<file path="src/rtl/rv_mem_pkg.sv">
// Shared encodings for the RV32 load/store path: funct3 width codes,
// data_memory write/size encodings, the LSU state type and small decode helpers.
package rv_mem_pkg;

    localparam logic [2:0] F3_B  = 3'b000;
    localparam logic [2:0] F3_H  = 3'b001;
    localparam logic [2:0] F3_W  = 3'b010;
    localparam logic [2:0] F3_BU = 3'b100;
    localparam logic [2:0] F3_HU = 3'b101;

    localparam logic [1:0] MW_NONE = 2'b00;
    localparam logic [1:0] MW_BYTE = 2'b01;
    localparam logic [1:0] MW_HALF = 2'b10;
    localparam logic [1:0] MW_WORD = 2'b11;

    localparam logic [1:0] MS_BYTE = 2'b00;
    localparam logic [1:0] MS_HALF = 2'b01;
    localparam logic [1:0] MS_WORD = 2'b10;

    typedef enum logic [1:0] {
        LSU_IDLE  = 2'd0,
        LSU_SPLIT = 2'd1,
        LSU_DONE  = 2'd2
    } lsu_state_t;

    // Unsigned widths exist only for loads; both request kinds at once is never legal.
    function automatic logic f3_legal(input logic ld, input logic st, input logic [2:0] f3);
        logic ok;
        ok = 1'b0;
        if (!(ld && st)) begin
            case (f3)
                F3_B, F3_H, F3_W: ok = 1'b1;
                F3_BU, F3_HU:     ok = ld;
                default:          ok = 1'b0;
            endcase
        end
        return ok;
    endfunction

    function automatic logic [1:0] f3_mem_size(input logic [2:0] f3);
        logic [1:0] sz;
        case (f3)
            F3_B, F3_BU: sz = MS_BYTE;
            F3_H, F3_HU: sz = MS_HALF;
            default:     sz = MS_WORD;
        endcase
        return sz;
    endfunction

    function automatic logic [1:0] f3_mem_write(input logic [2:0] f3);
        logic [1:0] mw;
        case (f3)
            F3_B:    mw = MW_BYTE;
            F3_H:    mw = MW_HALF;
            F3_W:    mw = MW_WORD;
            default: mw = MW_NONE;
        endcase
        return mw;
    endfunction

    function automatic logic f3_misaligned(input logic [2:0] f3, input logic [1:0] a);
        logic mis;
        case (f3)
            F3_H, F3_HU: mis = a[0];
            F3_W:        mis = (a != 2'b00);
            default:     mis = 1'b0;
        endcase
        return mis;
    endfunction

    // Index of the final byte beat of a split access (N-1).
    function automatic logic [1:0] f3_last_beat(input logic [2:0] f3);
        return (f3 == F3_H || f3 == F3_HU) ? 2'd1 : 2'd3;
    endfunction

endpackage

</file>
<file path="src/rtl/load_extend.sv">
// Sign/zero extension of load data by funct3. Used for both the aligned
// path (memory data) and the reassembled split-load buffer.
module load_extend
    import rv_mem_pkg::*;
(
    input  logic [31:0] i_data,
    input  logic [2:0]  i_funct3,
    output logic [31:0] o_data
);

    // Extend the low byte/half; words pass through untouched.
    always_comb begin
        case (i_funct3)
            F3_B:    o_data = {{24{i_data[7]}}, i_data[7:0]};
            F3_H:    o_data = {{16{i_data[15]}}, i_data[15:0]};
            F3_BU:   o_data = {24'd0, i_data[7:0]};
            F3_HU:   o_data = {16'd0, i_data[15:0]};
            default: o_data = i_data;
        endcase
    end

endmodule

</file>
<file path="src/rtl/load_store_unit.sv">
// MEM-stage load/store unit. Aligned accesses go straight to data_memory in
// one cycle; misaligned halves/words are split into byte beats.
//
//  state     | meaning
//  ----------+-----------------------------------------------------------
//  LSU_IDLE  | accept requests; aligned ones complete in this cycle
//  LSU_SPLIT | one byte beat per cycle at latched addr + k, pipeline held
//  LSU_DONE  | split access complete; load result presented, back to IDLE
module load_store_unit
    import rv_mem_pkg::*;
(
    input  logic        clk,
    input  logic        reset,
    input  logic        req_valid,
    input  logic        req_load,
    input  logic        req_store,
    input  logic [2:0]  funct3,
    input  logic [31:0] addr,
    input  logic [31:0] wdata,
    input  logic [31:0] mem_rdata,
    output logic [31:0] mem_address,
    output logic [31:0] mem_wdata,
    output logic [1:0]  mem_write,
    output logic [1:0]  mem_size,
    output logic [31:0] rdata,
    output logic        rdata_valid,
    output logic        stall,
    output logic        err
);

    lsu_state_t  r_state;
    logic [1:0]  r_k;
    logic [1:0]  r_last_k;
    logic [31:0] r_addr;
    logic [31:0] r_wdata;
    logic [2:0]  r_funct3;
    logic        r_is_load;
    logic [31:0] r_buf;

    logic        w_active;
    logic        w_legal;
    logic        w_misaligned;
    logic        w_start_split;
    logic [7:0]  w_split_byte;
    logic [31:0] w_ext_in;
    logic [2:0]  w_ext_f3;
    logic [31:0] w_ext_out;

    assign w_active     = req_valid & (req_load | req_store);
    assign w_legal      = f3_legal(req_load, req_store, funct3);
    assign w_misaligned = f3_misaligned(funct3, addr[1:0]);
    assign w_split_byte = r_wdata[{r_k, 3'b000} +: 8];

    // The DONE cycle extends the reassembled buffer; otherwise the live memory data.
    assign w_ext_in = (r_state == LSU_DONE) ? r_buf : mem_rdata;
    assign w_ext_f3 = (r_state == LSU_DONE) ? r_funct3 : funct3;

    load_extend u_load_extend (
        .i_data   (w_ext_in),
        .i_funct3 (w_ext_f3),
        .o_data   (w_ext_out)
    );

    // Output decode; reset forces the quiet values immediately, without waiting for a clock.
    always_comb begin
        mem_address   = addr;
        mem_wdata     = wdata;
        mem_write     = MW_NONE;
        mem_size      = MS_WORD;
        rdata         = 32'd0;
        rdata_valid   = 1'b0;
        stall         = 1'b0;
        err           = 1'b0;
        w_start_split = 1'b0;
        if (!reset) begin
            case (r_state)
                LSU_IDLE: begin
                    if (w_active) begin
                        if (!w_legal) begin
                            err = 1'b1;
                        end else if (w_misaligned) begin
                            stall         = 1'b1;
                            w_start_split = 1'b1;
                        end else begin
                            mem_size = f3_mem_size(funct3);
                            if (req_store) begin
                                mem_write = f3_mem_write(funct3);
                            end else begin
                                rdata       = w_ext_out;
                                rdata_valid = 1'b1;
                            end
                        end
                    end
                end
                LSU_SPLIT: begin
                    mem_address = r_addr + {30'd0, r_k};
                    mem_size    = MS_BYTE;
                    stall       = 1'b1;
                    if (!r_is_load) begin
                        mem_write = MW_BYTE;
                        mem_wdata = {24'd0, w_split_byte};
                    end
                end
                LSU_DONE: begin
                    if (r_is_load) begin
                        rdata       = w_ext_out;
                        rdata_valid = 1'b1;
                    end
                end
                default: ;
            endcase
        end
    end

    // FSM, beat counter, latched request and split-load buffer.
    always_ff @(posedge clk or posedge reset) begin
        if (reset) begin
            r_state   <= LSU_IDLE;
            r_k       <= 2'd0;
            r_last_k  <= 2'd0;
            r_addr    <= 32'd0;
            r_wdata   <= 32'd0;
            r_funct3  <= 3'd0;
            r_is_load <= 1'b0;
            r_buf     <= 32'd0;
        end else begin
            case (r_state)
                LSU_IDLE: begin
                    if (w_start_split) begin
                        r_addr    <= addr;
                        r_wdata   <= wdata;
                        r_funct3  <= funct3;
                        r_is_load <= req_load;
                        r_k       <= 2'd0;
                        r_last_k  <= f3_last_beat(funct3);
                        r_buf     <= 32'd0;
                        r_state   <= LSU_SPLIT;
                    end
                end
                LSU_SPLIT: begin
                    if (r_is_load) begin
                        r_buf[{r_k, 3'b000} +: 8] <= mem_rdata[7:0];
                    end
                    r_k <= r_k + 2'd1;
                    if (r_k == r_last_k) begin
                        r_state <= LSU_DONE;
                    end
                end
                LSU_DONE: begin
                    r_state <= LSU_IDLE;
                end
                default: begin
                    r_state <= LSU_IDLE;
                end
            endcase
        end
    end

endmodule

</file>
<file path="config.mk">
export PLATFORM = sky130hd
export DESIGN_NAME = load_store_unit
export DESIGN_NICKNAME = d
export VERILOG_FILES = /design/src/rtl/rv_mem_pkg.sv /design/src/rtl/load_extend.sv /design/src/rtl/load_store_unit.sv
export SDC_FILE = /design/constraint.sdc
export NUM_CORES = 1
export LEC_CHECK = 0
export ABC_AREA = 1
export BUFFER_PORTS_ARGS = -buffer_cell sky130_fd_sc_hd__buf_2
export CORE_ASPECT_RATIO = 1.1
export CORE_UTILIZATION = 45
export CTS_CLUSTER_DIAMETER = 120
export CTS_CLUSTER_SIZE = 25
export DETAILED_ROUTE_END_ITERATION = 8
export PLACE_DENSITY = 0.8
export SLEW_MARGIN = 20
export SYNTH_ARGS = -nofsm -noshare
export SYNTH_HDL_FRONTEND = slang
export SYNTH_SLANG_ARGS = --single-unit
</file>
<file path="constraint.sdc">
create_clock -name clk -period 7.2 [get_ports clk]
set_input_delay 1.44 -clock clk [delete_from_list [all_inputs] [get_ports clk]]
set_output_delay 1.44 -clock clk [all_outputs]
set_load 0.02 [all_outputs]
</file>
---- Word level (Yosys, flattened, before mapping) ----
Cells that the tools add are included.
word-level totals
  output and inout port bits .............. 103
  flip-flop bits (word level) ............. 106
operators by class
  muxes and demuxes ....................... 60
  shifts and indexed selects .............. 3
  $add $sub $neg .......................... 3
  reductions and logical operators ........ 15
  eq/ne operators ......................... 13
  bitwise operators ....................... 2
operators with widths
  kind                      count
  $mux W32                  14
  $pmux W32 S2              2
  $pmux W32 S4              1
  $add A32 B2 Y32           1
  $bwmux W32                1
  $shift A8 B7 Y32 const A  1
  $shiftx A32 B6 Y8         1
  $shiftx A8 B7 Y32         1
  $mux W2                   13
  $pmux W2 S2               5
  $mux W1                   18
  $eq A3 B3 Y1 const B      4
  $pmux W1 S2               4
  $neg A5 Y7                1
  $eq A3 B1 Y1 const B      2
  $logic_not A3 Y1          2
  $ne A2 B2 Y1 const B      3
  $pmux W2 S3               1
  $reduce_and A2 Y1         3
  $reduce_or A2 Y1          3
  $reduce_bool A2 Y1        2
  $eq A3 B2 Y1 const B      1
  $mux W3                   1
  $reduce_and A3 Y1         1
  other kinds (10)          10

---- Logic depth before layout (Yosys ltp) ----
Gate-level depths: netlist of run 1.
  depth after elaboration ................. 10
  gate-level depth with buffers ........... 12
  mapped depth without buffers ............ 11

---- Modules after synthesis ----
A second synthesis of run 1 with hierarchy kept.
second synthesis, totals
  cell total of the unflattened synthesis .. 1211
  area, all modules ....................... 7368.3 sq um
by module, submodules not included
  module           instances  area an instance (sq um)  seq. area each (sq um)  cells an instance
  load_store_unit  1          6979.2                    2652.5                  1141
  load_extend      1          389.1                     0.0                     70

---- Least setup slack after synthesis of run 1 ----
Ideal clock, no wire load.
  kind .................................... in2out
  start point ............................. in reset
  end point ............................... out rdata[16]
  path buffers ............................ 1
  stages .................................. 4
  required time ........................... 5760 ps
  setup slack ............................. 1042 ps
  data arrival time ....................... 4718 ps
  cells stage by stage .................... inv_1 > nand2_1 > clkbuf_1 > nor2_1
between the ends
  longest elaborated chain between the ends .. 1
ends and longest elaborated chain
  element      line                   RTL
  from (decl)  load_store_unit.sv:13  input logic reset,
  $mux W32     load_store_unit.sv:75  if (!reset) begin
  to (decl)    load_store_unit.sv:25  output logic [31:0] rdata,
Every way passes these cells.

---- Worst setup path after layout of run 1 ----
  start point ............................. in reset
  end point ............................... out mem_address[12]
between the ends
  longest elaborated chain between the ends .. 1
ends and longest elaborated chain
  element    line                   RTL
  $mux W32   load_store_unit.sv:75
  to (decl)  load_store_unit.sv:21  output logic [31:0] mem_address,
Every way passes these cells.

==> results.sh, run 1 <==
export IMPL_drc_errors=0
export IMPL_register_area_sq_um=2653
export IMPL_fin_nets=1432
export IMPL_syn_area_per_cell_sq_um=6.227
export IMPL_rsz0062_at_grt="false"
export IMPL_start_util_pct=45.90
export IMPL_numCtsBuffers=9
export IMPL_rows=48
export IMPL_cp_startpoint="reset"
export IMPL_cp_required_ns=5.76
export IMPL_grt_pass1_wl_mm=31.58
export IMPL_synth_seq_cells=106
export IMPL_drtIter0Drc=458
export IMPL_synth_nets=1262
export IMPL_multiInputGateArea_sq_um=3812
export IMPL_grt_antenna_before_repair=0
export IMPL_clockBufferDepth=2
export IMPL_yosys_warnings=0
export IMPL_status="finished, final reports clean"
export IMPL_syn_area_sq_um=7167
export IMPL_die_area_sq_um=16440
export IMPL_cts_resized_gates=0
export IMPL_slew_violations=0
export IMPL_dp_hpwl_mm=14.66
export IMPL_slew_headroom_pct=31.59
export IMPL_pin_count=207
export IMPL_yosysTopAreaCellShare_pct=37.01
export IMPL_hold_start="r_buf[14]"
export IMPL_crit_path_end_kind="primary output"
export IMPL_nFillCells=1587
export IMPL_layout_commonest_cell="nand2_1"
export IMPL_hold_buffers=0
export IMPL_htree_levels=3
export IMPL_synthTopCellsByArea="dfrtp_1, nand2_1, nor2_1"
export IMPL_cts_sink_count=106
export IMPL_fin_crit_sh_pct=76.59
export IMPL_dieHeight_microns=134.4
export IMPL_path_class="primary input to primary output"
export IMPL_worstReg2RegStart="r_state[1]"
export IMPL_ys_seq_area_share_pct=37.01
export IMPL_setup_viol=0
export IMPL_tns_ns=0
export IMPL_drive_above_1_share_pct=18.48
export IMPL_num_vias=7569
export IMPL_die_w_microns=122.3
export IMPL_p_leak_nw=4.854
export IMPL_grt_overflow=0
export IMPL_grt_pass1_vias=6704
export IMPL_tritoncts="built"
export IMPL_hp_class="flop to flop"
export IMPL_postCtsSetupBuffers=0
export IMPL_routed_wl_mm=19.43
export IMPL_timing_fmax_mhz=181.4
export IMPL_grt_max_degree=67
export IMPL_synth_cells=1151
export IMPL_routedWlPerCell_microns=12.73
export IMPL_netlist_top_cell_by_area="dfrtp_1"
export IMPL_cap_viol_max_count=0
export IMPL_core_area_sq_um=15620
export IMPL_fin_util_pct=54.60
export IMPL_diodes=0
export IMPL_syn_to_final_growth_pct=18.96
export IMPL_critPathMaxFanout=27
export IMPL_hold_violations=0
export IMPL_first_pass_iters=5
export IMPL_ir_worst_vdd_uv=102.9
export IMPL_powerDensity_nw_per_um2=227.8
export IMPL_skew_ns=0.01170
export IMPL_port_buffers=206
export IMPL_fin_crit_ns=5.514
export IMPL_cp_arrival_ns=4.07
export IMPL_mostFrequentLayoutCells="nand2_1, buf_2, nor2_1"
export IMPL_worst_slew_pin_slew_ns=1.026
export IMPL_clk_latency_ns=0.35
export IMPL_place_congestion=0.9392
export IMPL_vias_per_cell=4.960
export IMPL_clk_pin_slew_ns=0.08
export IMPL_cp_start_kind="primary input"
export IMPL_route_antenna_remaining_nets=0
export IMPL_grt_use_total_pct=24.08
export IMPL_clockRootBuffer="clkbuf_16"
export IMPL_yosysUniqueCellTypes=34
cells by family (layout without fill, tap and decap cells):
group           Yosys count  in the layout  share of synthesized area [%]
xor+xnor                 12             12                          1.466
fa+ha+maj                 7              7                          1.327
flops                   106            106                          37.01
simple gates            705            705                          39.70
buf+inv                 174            349                          9.899
compound gates          147            147                          10.60
cell usage after synthesis, drive strengths merged:
cell type and instances:
nand3b 10, or2 3, nor3 11, o21bai 1, a21oi 19, xor2 6
ha 6, fa 1, a31oi 4, o21a 2, buf 26, clkbuf 25
inv 120, nand2 437, a21boi 1, nor2 164, o22ai 7, nor3b 1
o21ai 113, nand3 77, dfrtp 106, clkinv 3, nand4 2, xnor2 6
flip-flops by register name, indices dropped and copies added, names as in the netlist:
| register | flops |
|---|---|
| r_buf | 32 |
| r_is_load | 1 |
| r_state | 2 |
| r_last_k | 2 |
| r_funct3 | 3 |
| r_k | 2 |
| r_addr | 32 |
| r_wdata | 32 |
power by group:
part	switching (mW)	leakage [nW]	internal (mW)	total [mW]
logic	0.432	3.34	0.224	0.656
clock network	0.242	0.144	0.242	0.484
registers	0.105	1.37	0.696	0.802
worst max-delay path, stage by stage:
cell      delay [ns]
buf_2           0.13
nor2_1          0.16
inv_1           0.10
nor2_2          0.74
clkinv_1        0.90
o21ai_0         0.38
inv_1           0.06
buf_2           0.16
final cells by class:
cell class	instances	area share [%]
sequential	106	31.11
inverter	123	5.459
tap	200	2.935
clock inverter	7	0.6898
clock buffer	9	2.642
timing repair buffer	210	12.44
multi-input combinational	871	44.72
final timing paths:
check	cells past startpoint	endpoint	slack (ns)
worst max-delay path	8	mem_address[12]	1.69
worst min-delay path	2	r_buf[14]	0.48
worst max register to register	9	r_buf[13]	4.01
worst min register to register	2	r_buf[14]	0.48
max in group asynchronous	3	r_buf[18]	4.78
min in group asynchronous	2	r_buf[20]	1.21
metal layers:
layer  vias to the layer above  share of wire, %  global-route usage, %
li1                       3914                 -                      -
met1                      3409                45                  31.88
met2                       224                48                  40.89
met3                        22               4.8                  2.296
met4                         0               1.7                  8.130
met5                         -                 0                      0
per-stage QoR:
step	hold slack (ns)	power [mW]	cells	instance area [sq um]	setup slack, ns
floorplan	0.4422	1.262	1151	7167	1.042
global placement	0.4556	1.454	1510	8234	1.659
detailed placement	0.4596	1.469	1510	8239	1.528
CTS	0.4791	1.953	1526	8523	1.528
global route	0.4982	2.082	1526	8526	1.297
finish	0.4764	1.942	1526	8526	1.686
(Power assumes the default switching activity.)
==> run 2: changes to the inputs <==
--- a/config.mk
+++ b/config.mk
@@ -12,7 +12,7 @@
 export CTS_CLUSTER_DIAMETER = 120
 export CTS_CLUSTER_SIZE = 25
 export DETAILED_ROUTE_END_ITERATION = 8
-export PLACE_DENSITY = 0.8
+export PLACE_DENSITY = 0.83
 export SLEW_MARGIN = 20
 export SYNTH_ARGS = -nofsm -noshare
 export SYNTH_HDL_FRONTEND = slang
==> constraint.sdc (replaced) <==
create_clock -name clk -period 4.6 [get_ports clk]
set_input_delay 0.92 -clock clk [delete_from_list [all_inputs] [get_ports clk]]
set_output_delay 0.92 -clock clk [all_outputs]
set_load 0.02 [all_outputs]
==> run 2 against run 1 <==
  * Clock skew fell by 0.0017 ns
  * Register-to-register slack lost 2.3 ns
  * Non-clock buffer count grew 7
  * Worst hold slack gained 0.00067 ns
  * Highest routed layer unchanged
  * Sequential cell count unchanged
  * First-iteration DRC count grew 29%
  * Utilization rose by 0.50 points
  * Clock-buffer cell count unchanged
  * Global-route usage grew 0.17 points
  * Critical path depth is 3 higher
  * Routed wire length up 2.6%
==> results.sh, run 2 (same netlist as run 1, synthesis figures left out) <==
export IMPL_pin_count=207
export IMPL_numCtsBuffers=9
export IMPL_whs_path_depth=2
export IMPL_port_buffers=206
export IMPL_crit_path_end_kind="primary output"
export IMPL_cp_arrival_ns=2.71
export IMPL_grt_use_total_pct=24.25
export IMPL_slew_violations=0
export IMPL_rr_endpoint="r_buf[11]"
export IMPL_drc_errors=0
export IMPL_first_pass_iters=5
export IMPL_grt_pass1_wl_mm=31.69
export IMPL_fin_nets=1439
export IMPL_cts_sink_count=106
export IMPL_cts_resized_gates=0
export IMPL_htree_levels=3
export IMPL_grt_antenna_before_repair=0
export IMPL_min_to="r_buf[30]"
export IMPL_reg2reg_slack_ns=1.75
export IMPL_critPathMaxFanout=5
export IMPL_route_antenna_remaining_nets=0
export IMPL_worst_slack_ns=0.9725
export IMPL_clockBufferDepth=2
export IMPL_syn_to_final_growth_pct=20.06
export IMPL_dp_hpwl_mm=15.13
export IMPL_hold_violations=0
export IMPL_final_cell_area_sq_um=8605
export IMPL_power_mw=3.116
export IMPL_internal_power_mw=1.886
export IMPL_start_util_pct=45.90
export IMPL_p_leak_nw=4.889
export IMPL_drtIter0Drc=591
export IMPL_slew_headroom_pct=39.80
export IMPL_timing_fmax_mhz=275.7
export IMPL_rows=48
export IMPL_drive_above_1_share_pct=18.83
export IMPL_ir_worst_vdd_uv=192.8
export IMPL_rsz0062_at_grt="false"
export IMPL_placed_cell_area_sq_um=8288
export IMPL_p_sw_mw=1.230
export IMPL_powerDensity_nw_per_um2=362.2
export IMPL_nFillCells=1535
export IMPL_diodes=0
export IMPL_cp_start_kind="flop"
export IMPL_core_area_sq_um=15620
export IMPL_hold_slack_ns=0.4771
export IMPL_mostFrequentLayoutCells="nand2_1, buf_2, nor2_1"
export IMPL_clk_latency_ns=0.35
export IMPL_fin_crit_ns=3.627
export IMPL_hold_start="r_buf[30]"
export IMPL_seq_power_share_pct=39.6
export IMPL_worstReg2RegStart="r_state[1]"
export IMPL_clk_pin_slew_ns=0.08
export IMPL_routedWlPerCell_microns=13.00
export IMPL_dp_cells=1517
export IMPL_routed_wl_mm=19.93
export IMPL_num_vias=7721
export IMPL_status="finished, final reports clean"
export IMPL_fin_crit_sh_pct=78.86
export IMPL_p_clk_share_pct=26.1
export IMPL_setup_viol=0
export IMPL_path_class="flop to primary output"
export IMPL_hold_buffers=0
export IMPL_cp_required_ns=3.68
export IMPL_postCtsSetupBuffers=0
export IMPL_p_sw_share_pct=39.48
export IMPL_place_congestion=0.9407
export IMPL_dpl_worst_slack_ns=1.069
export IMPL_cap_viol_max_count=0
export IMPL_grt_overflow=0
export IMPL_clockRootBuffer="clkbuf_16"
export IMPL_die_w_microns=122.3
export IMPL_grt_pass1_vias=6747
export IMPL_worstRegToRegCells=9
export IMPL_finalNonFillerCells=1533
export IMPL_layout_commonest_cell="nand2_1"
export IMPL_reg_top3="r_addr: 32 flops, r_buf: 32 flops, r_wdata: 32 flops"
export IMPL_vias_per_cell=5.037
export IMPL_combPwrFrac_pct=34.3
export IMPL_dieHeight_microns=134.4
export IMPL_tns_ns=0
export IMPL_fin_util_pct=55.10
export IMPL_skew_ns=0.01004
export IMPL_die_area_sq_um=16440
export IMPL_tritoncts="built"
export IMPL_grt_max_degree=73
export IMPL_worst_slew_pin_slew_ns=0.9030
export IMPL_hp_class="flop to flop"
run 2: power groups by stage:
stage	clock network, mW	logic, mW	registers, mW
finish	0.814	1.07	1.23
global route	0.864	1.21	1.25
CTS	0.827	1.07	1.23
detailed placement	0	1.07	1.24
global placement	0	1.05	1.24
floorplan	0	0.774	1.20
run 2: cell type report:
cell class / instances / area (sq um) / area share [%]
multi-input combinational: 871 / 3805 / 44.22
clock buffer: 9 / 225.2 / 2.617
timing repair buffer: 217 / 1114 / 12.94
inverter: 123 / 466.7 / 5.424
tap: 200 / 250.2 / 2.908
sequential: 106 / 2653 / 30.83
clock inverter: 7 / 91.34 / 1.062
run 2: how the worst max path moves through the flow:
| stage | from | slack, ns | cells after the start | to |
|---|---|---|---|---|
| after floorplan | reset | 0.28 | 5 | stall |
| after global placement | reset | 1.15 | 10 | mem_wdata[2] |
| after detailed placement | reset | 1.07 | 9 | mem_address[12] |
| after CTS | r_k[1] | 0.96 | 11 | mem_address[28] |
| after global routing | r_k[1] | 0.77 | 10 | mem_address[28] |
| final | r_k[1] | 0.97 | 11 | mem_address[28] |
run 2: critical path, stage by stage (launching register included):
cell and delay [ns]:
dfrtp_1 0.43, inv_1 0.15, fa_1 0.53, nor2_1 0.35, inv_1 0.07, nor2_1 0.28, nand2_1 0.09, nand2_1 0.06
nand3_1 0.08, o21ai_0 0.11, inv_1 0.06, buf_2 0.15
run 2: per-layer routing:
metal | vias up | GRT usage (%) | share of wire [%]
li1 | 3929 | - | -
met1 | 3470 | 32.01 | 45
met2 | 283 | 40.29 | 47
met3 | 39 | 2.551 | 5.3
met4 | 0 | 9.959 | 2.5
met5 | - | 0 | 0
==> run 3: changes to the inputs <==
--- a/config.mk
+++ b/config.mk
@@ -12,7 +12,7 @@
 export CTS_CLUSTER_DIAMETER = 120
 export CTS_CLUSTER_SIZE = 25
 export DETAILED_ROUTE_END_ITERATION = 8
-export PLACE_DENSITY = 0.83
+export PLACE_DENSITY = 0.8
 export SLEW_MARGIN = 20
 export SYNTH_ARGS = -nofsm -noshare
 export SYNTH_HDL_FRONTEND = slang
==> constraint.sdc (replaced) <==
create_clock -name clk -period 3.35 [get_ports clk]
set_input_delay 0.67 -clock clk [delete_from_list [all_inputs] [get_ports clk]]
set_output_delay 0.67 -clock clk [all_outputs]
set_load 0.02 [all_outputs]
==> run 3 against run 2 <==
  * Via count decreased by 1.3%
  * Total power increased by 37%
  * Final area grew 0.47%
  * Global-route usage is 0.44 points higher
  * Final cell count grew 0.20%
  * Combinational power is 37% higher
  * Clock power is 34% higher
  * Die area did not move
  * Sequential cell count unchanged
  * Critical path type unchanged
  * Largest power group unchanged
==> results.sh, run 3 (same netlist as run 1, synthesis figures left out) <==
export IMPL_cts_sink_count=106
export IMPL_hold_slack_ns=0.4747
export IMPL_slew_violations=0
export IMPL_rsz0062_at_grt="false"
export IMPL_mostFrequentLayoutCells="nand2_1, buf_2, nor2_1"
export IMPL_clk_latency_ns=0.34
export IMPL_grt_pass1_vias=6867
export IMPL_slew_headroom_pct=48.29
export IMPL_p_sw_share_pct=38.91
export IMPL_path_class="flop to primary output"
export IMPL_hp_class="flop to flop"
export IMPL_cp_arrival_ns=2.43
export IMPL_first_pass_iters=6
export IMPL_postCtsSetupBuffers=0
export IMPL_finalNonFillerCells=1536
export IMPL_ir_worst_vdd_uv=261.4
export IMPL_grt_pass1_wl_mm=32.42
export IMPL_clockRootBuffer="clkbuf_16"
export IMPL_slowest_stage="fa_1"
export IMPL_reg_top3="r_addr: 32 flops, r_buf: 32 flops, r_wdata: 32 flops"
export IMPL_diodes=0
export IMPL_placed_cell_area_sq_um=8330
export IMPL_cts_resized_gates=0
export IMPL_power_mw=4.255
export IMPL_route_antenna_remaining_nets=0
export IMPL_drive_above_1_share_pct=19.16
export IMPL_whs_path_depth=2
export IMPL_die_area_sq_um=16440
export IMPL_worst_slew_pin_slew_ns=0.7757
export IMPL_min_to="r_buf[2]"
export IMPL_dp_cells=1520
export IMPL_fin_crit_sh_pct=92.43
export IMPL_p_clk_share_pct=25.6
export IMPL_htree_levels=3
export IMPL_layout_commonest_cell="nand2_1"
export IMPL_powerDensity_nw_per_um2=492.3
export IMPL_routedWlPerCell_microns=12.91
export IMPL_port_buffers=206
export IMPL_hold_buffers=0
export IMPL_routed_wl_mm=19.84
export IMPL_internal_power_mw=2.600
export IMPL_worst_slack_ns=0.2538
export IMPL_dpl_worst_slack_ns=0.5351
export IMPL_num_vias=7621
export IMPL_dp_hpwl_mm=15.11
export IMPL_cap_viol_max_count=0
export IMPL_numCtsBuffers=9
export IMPL_worstRegToRegCells=8
export IMPL_fin_nets=1442
export IMPL_p_leak_nw=4.898
export IMPL_dieHeight_microns=134.4
export IMPL_hold_start="r_buf[2]"
export IMPL_skew_ns=0.01098
export IMPL_p_sw_mw=1.656
export IMPL_place_congestion=0.9468
export IMPL_grt_antenna_before_repair=0
export IMPL_syn_to_final_growth_pct=20.62
export IMPL_rows=48
export IMPL_cp_required_ns=2.68
export IMPL_status="finished, final reports clean"
export IMPL_grt_use_total_pct=24.69
export IMPL_rr_endpoint="r_buf[3]"
export IMPL_slowest_delay_ns=0.53
export IMPL_seq_power_share_pct=39.7
export IMPL_combPwrFrac_pct=34.6
export IMPL_setup_viol=0
export IMPL_critPathMaxFanout=5
export IMPL_start_util_pct=45.90
export IMPL_die_w_microns=122.3
export IMPL_pin_count=207
export IMPL_cp_cell_sequence="inv_1 -> fa_1 -> nor2_2 -> inv_1 -> nor2_1 -> nand3_1 -> nand3_1 -> o21ai_0 -> inv_1 -> buf_2"
export IMPL_drtIter0Drc=459
export IMPL_grt_max_degree=85
export IMPL_final_cell_area_sq_um=8645
export IMPL_worst_path_most_repeated_cell="inv_1"
export IMPL_drc_errors=0
export IMPL_fin_crit_ns=3.096
export IMPL_clockBufferDepth=2
export IMPL_crit_path_end_kind="primary output"
export IMPL_critPathBufInv=4
export IMPL_vias_per_cell=4.962
export IMPL_timing_fmax_mhz=323.0
export IMPL_tritoncts="built"
export IMPL_grt_overflow=0
export IMPL_register_area_sq_um=2653
export IMPL_core_area_sq_um=15620
export IMPL_hold_violations=0
export IMPL_cp_start_kind="flop"
export IMPL_clk_pin_slew_ns=0.07
export IMPL_nFillCells=1595
export IMPL_reg2reg_slack_ns=0.70
export IMPL_worstReg2RegStart="r_k[0]"
export IMPL_crit_family="simple AND/OR/NAND/NOR gates"
export IMPL_multiInputGateArea_sq_um=3817
==> run 3: cell types whose count changed in the layout (fill, tap and decap cells not counted) <==
cell / change
inv_6: -2
clkinvlp_4: +1
buf_6: +1
clkinv_8: -1
clkbuf_1: +1
nand2_4: +1
nand2_1: -1
nor2_1: -2
nor2_2: +2
inv_8: -1
buf_12: +1
clkinv_4: +1
clkbuf_8: +1
buf_4: +1
==> run 3: per-stage QoR <==
step | setup TNS [ns] | util [%]
2_1_floorplan | -8.920 | -
3_3_place_gp | 0 | 53.35
3_5_place_dp | 0 | 53.35
4_1_cts | 0 | 55.30
5_1_grt | 0 | 55.36
6_report | 0 | 55.36
==> run 3: area by class of cell <==
cell class	count	share of cell area (%)
Clock buffer	11	2.808
Clock inverter	5	0.7237
Inverter	123	5.399
Multi-Input combinational cell	871	44.16
Sequential cell	106	30.68
Tap cell	200	2.895
Timing Repair Buffer	220	13.33
==> run 3: worst register-to-register path: cells and delay by family, from the launching register on <==
family | cells | cell delay, ns
flip-flops | 1 | 0.38
buffers and inverters | 3 | 1.00
AND/OR/NAND/NOR | 4 | 0.75
adder cells (fa/ha/maj) | 1 | 0.42
==> run 3: how the worst max path moves through the flow <==
stage / from / endpoint / slack, ns / cells past startpoint
after floorplan: reset / rdata[26] / -0.28 / 4
after global placement: reset / mem_address[18] / 0.58 / 8
after detailed placement: funct3[2] / rdata[1] / 0.54 / 12
after CTS: r_k[1] / mem_address[28] / 0.18 / 10
after global routing: r_k[1] / mem_address[28] / 0.06 / 11
final: r_k[1] / mem_address[28] / 0.25 / 10
==> run 3: power groups by stage <==
| stage | logic, mW | registers, mW | clock network, mW |
|---|---|---|---|
| 2_1_floorplan | 1.07 | 1.65 | 0 |
| 3_3_place_gp | 1.45 | 1.70 | 0 |
| 3_5_place_dp | 1.47 | 1.71 | 0 |
| 4_1_cts | 1.48 | 1.68 | 1.11 |
| 5_1_grt | 1.67 | 1.72 | 1.16 |
| 6_report | 1.47 | 1.69 | 1.09 |
==> run 3: routing by layer <==
metal	part of all wire, %	up-vias	track usage (%)
met2	47	247	40.82
met4	1.7	0	7.520
li1	-	3941	-
met1	46	3404	33.42
met5	0	-	0
met3	5.1	29	3.231
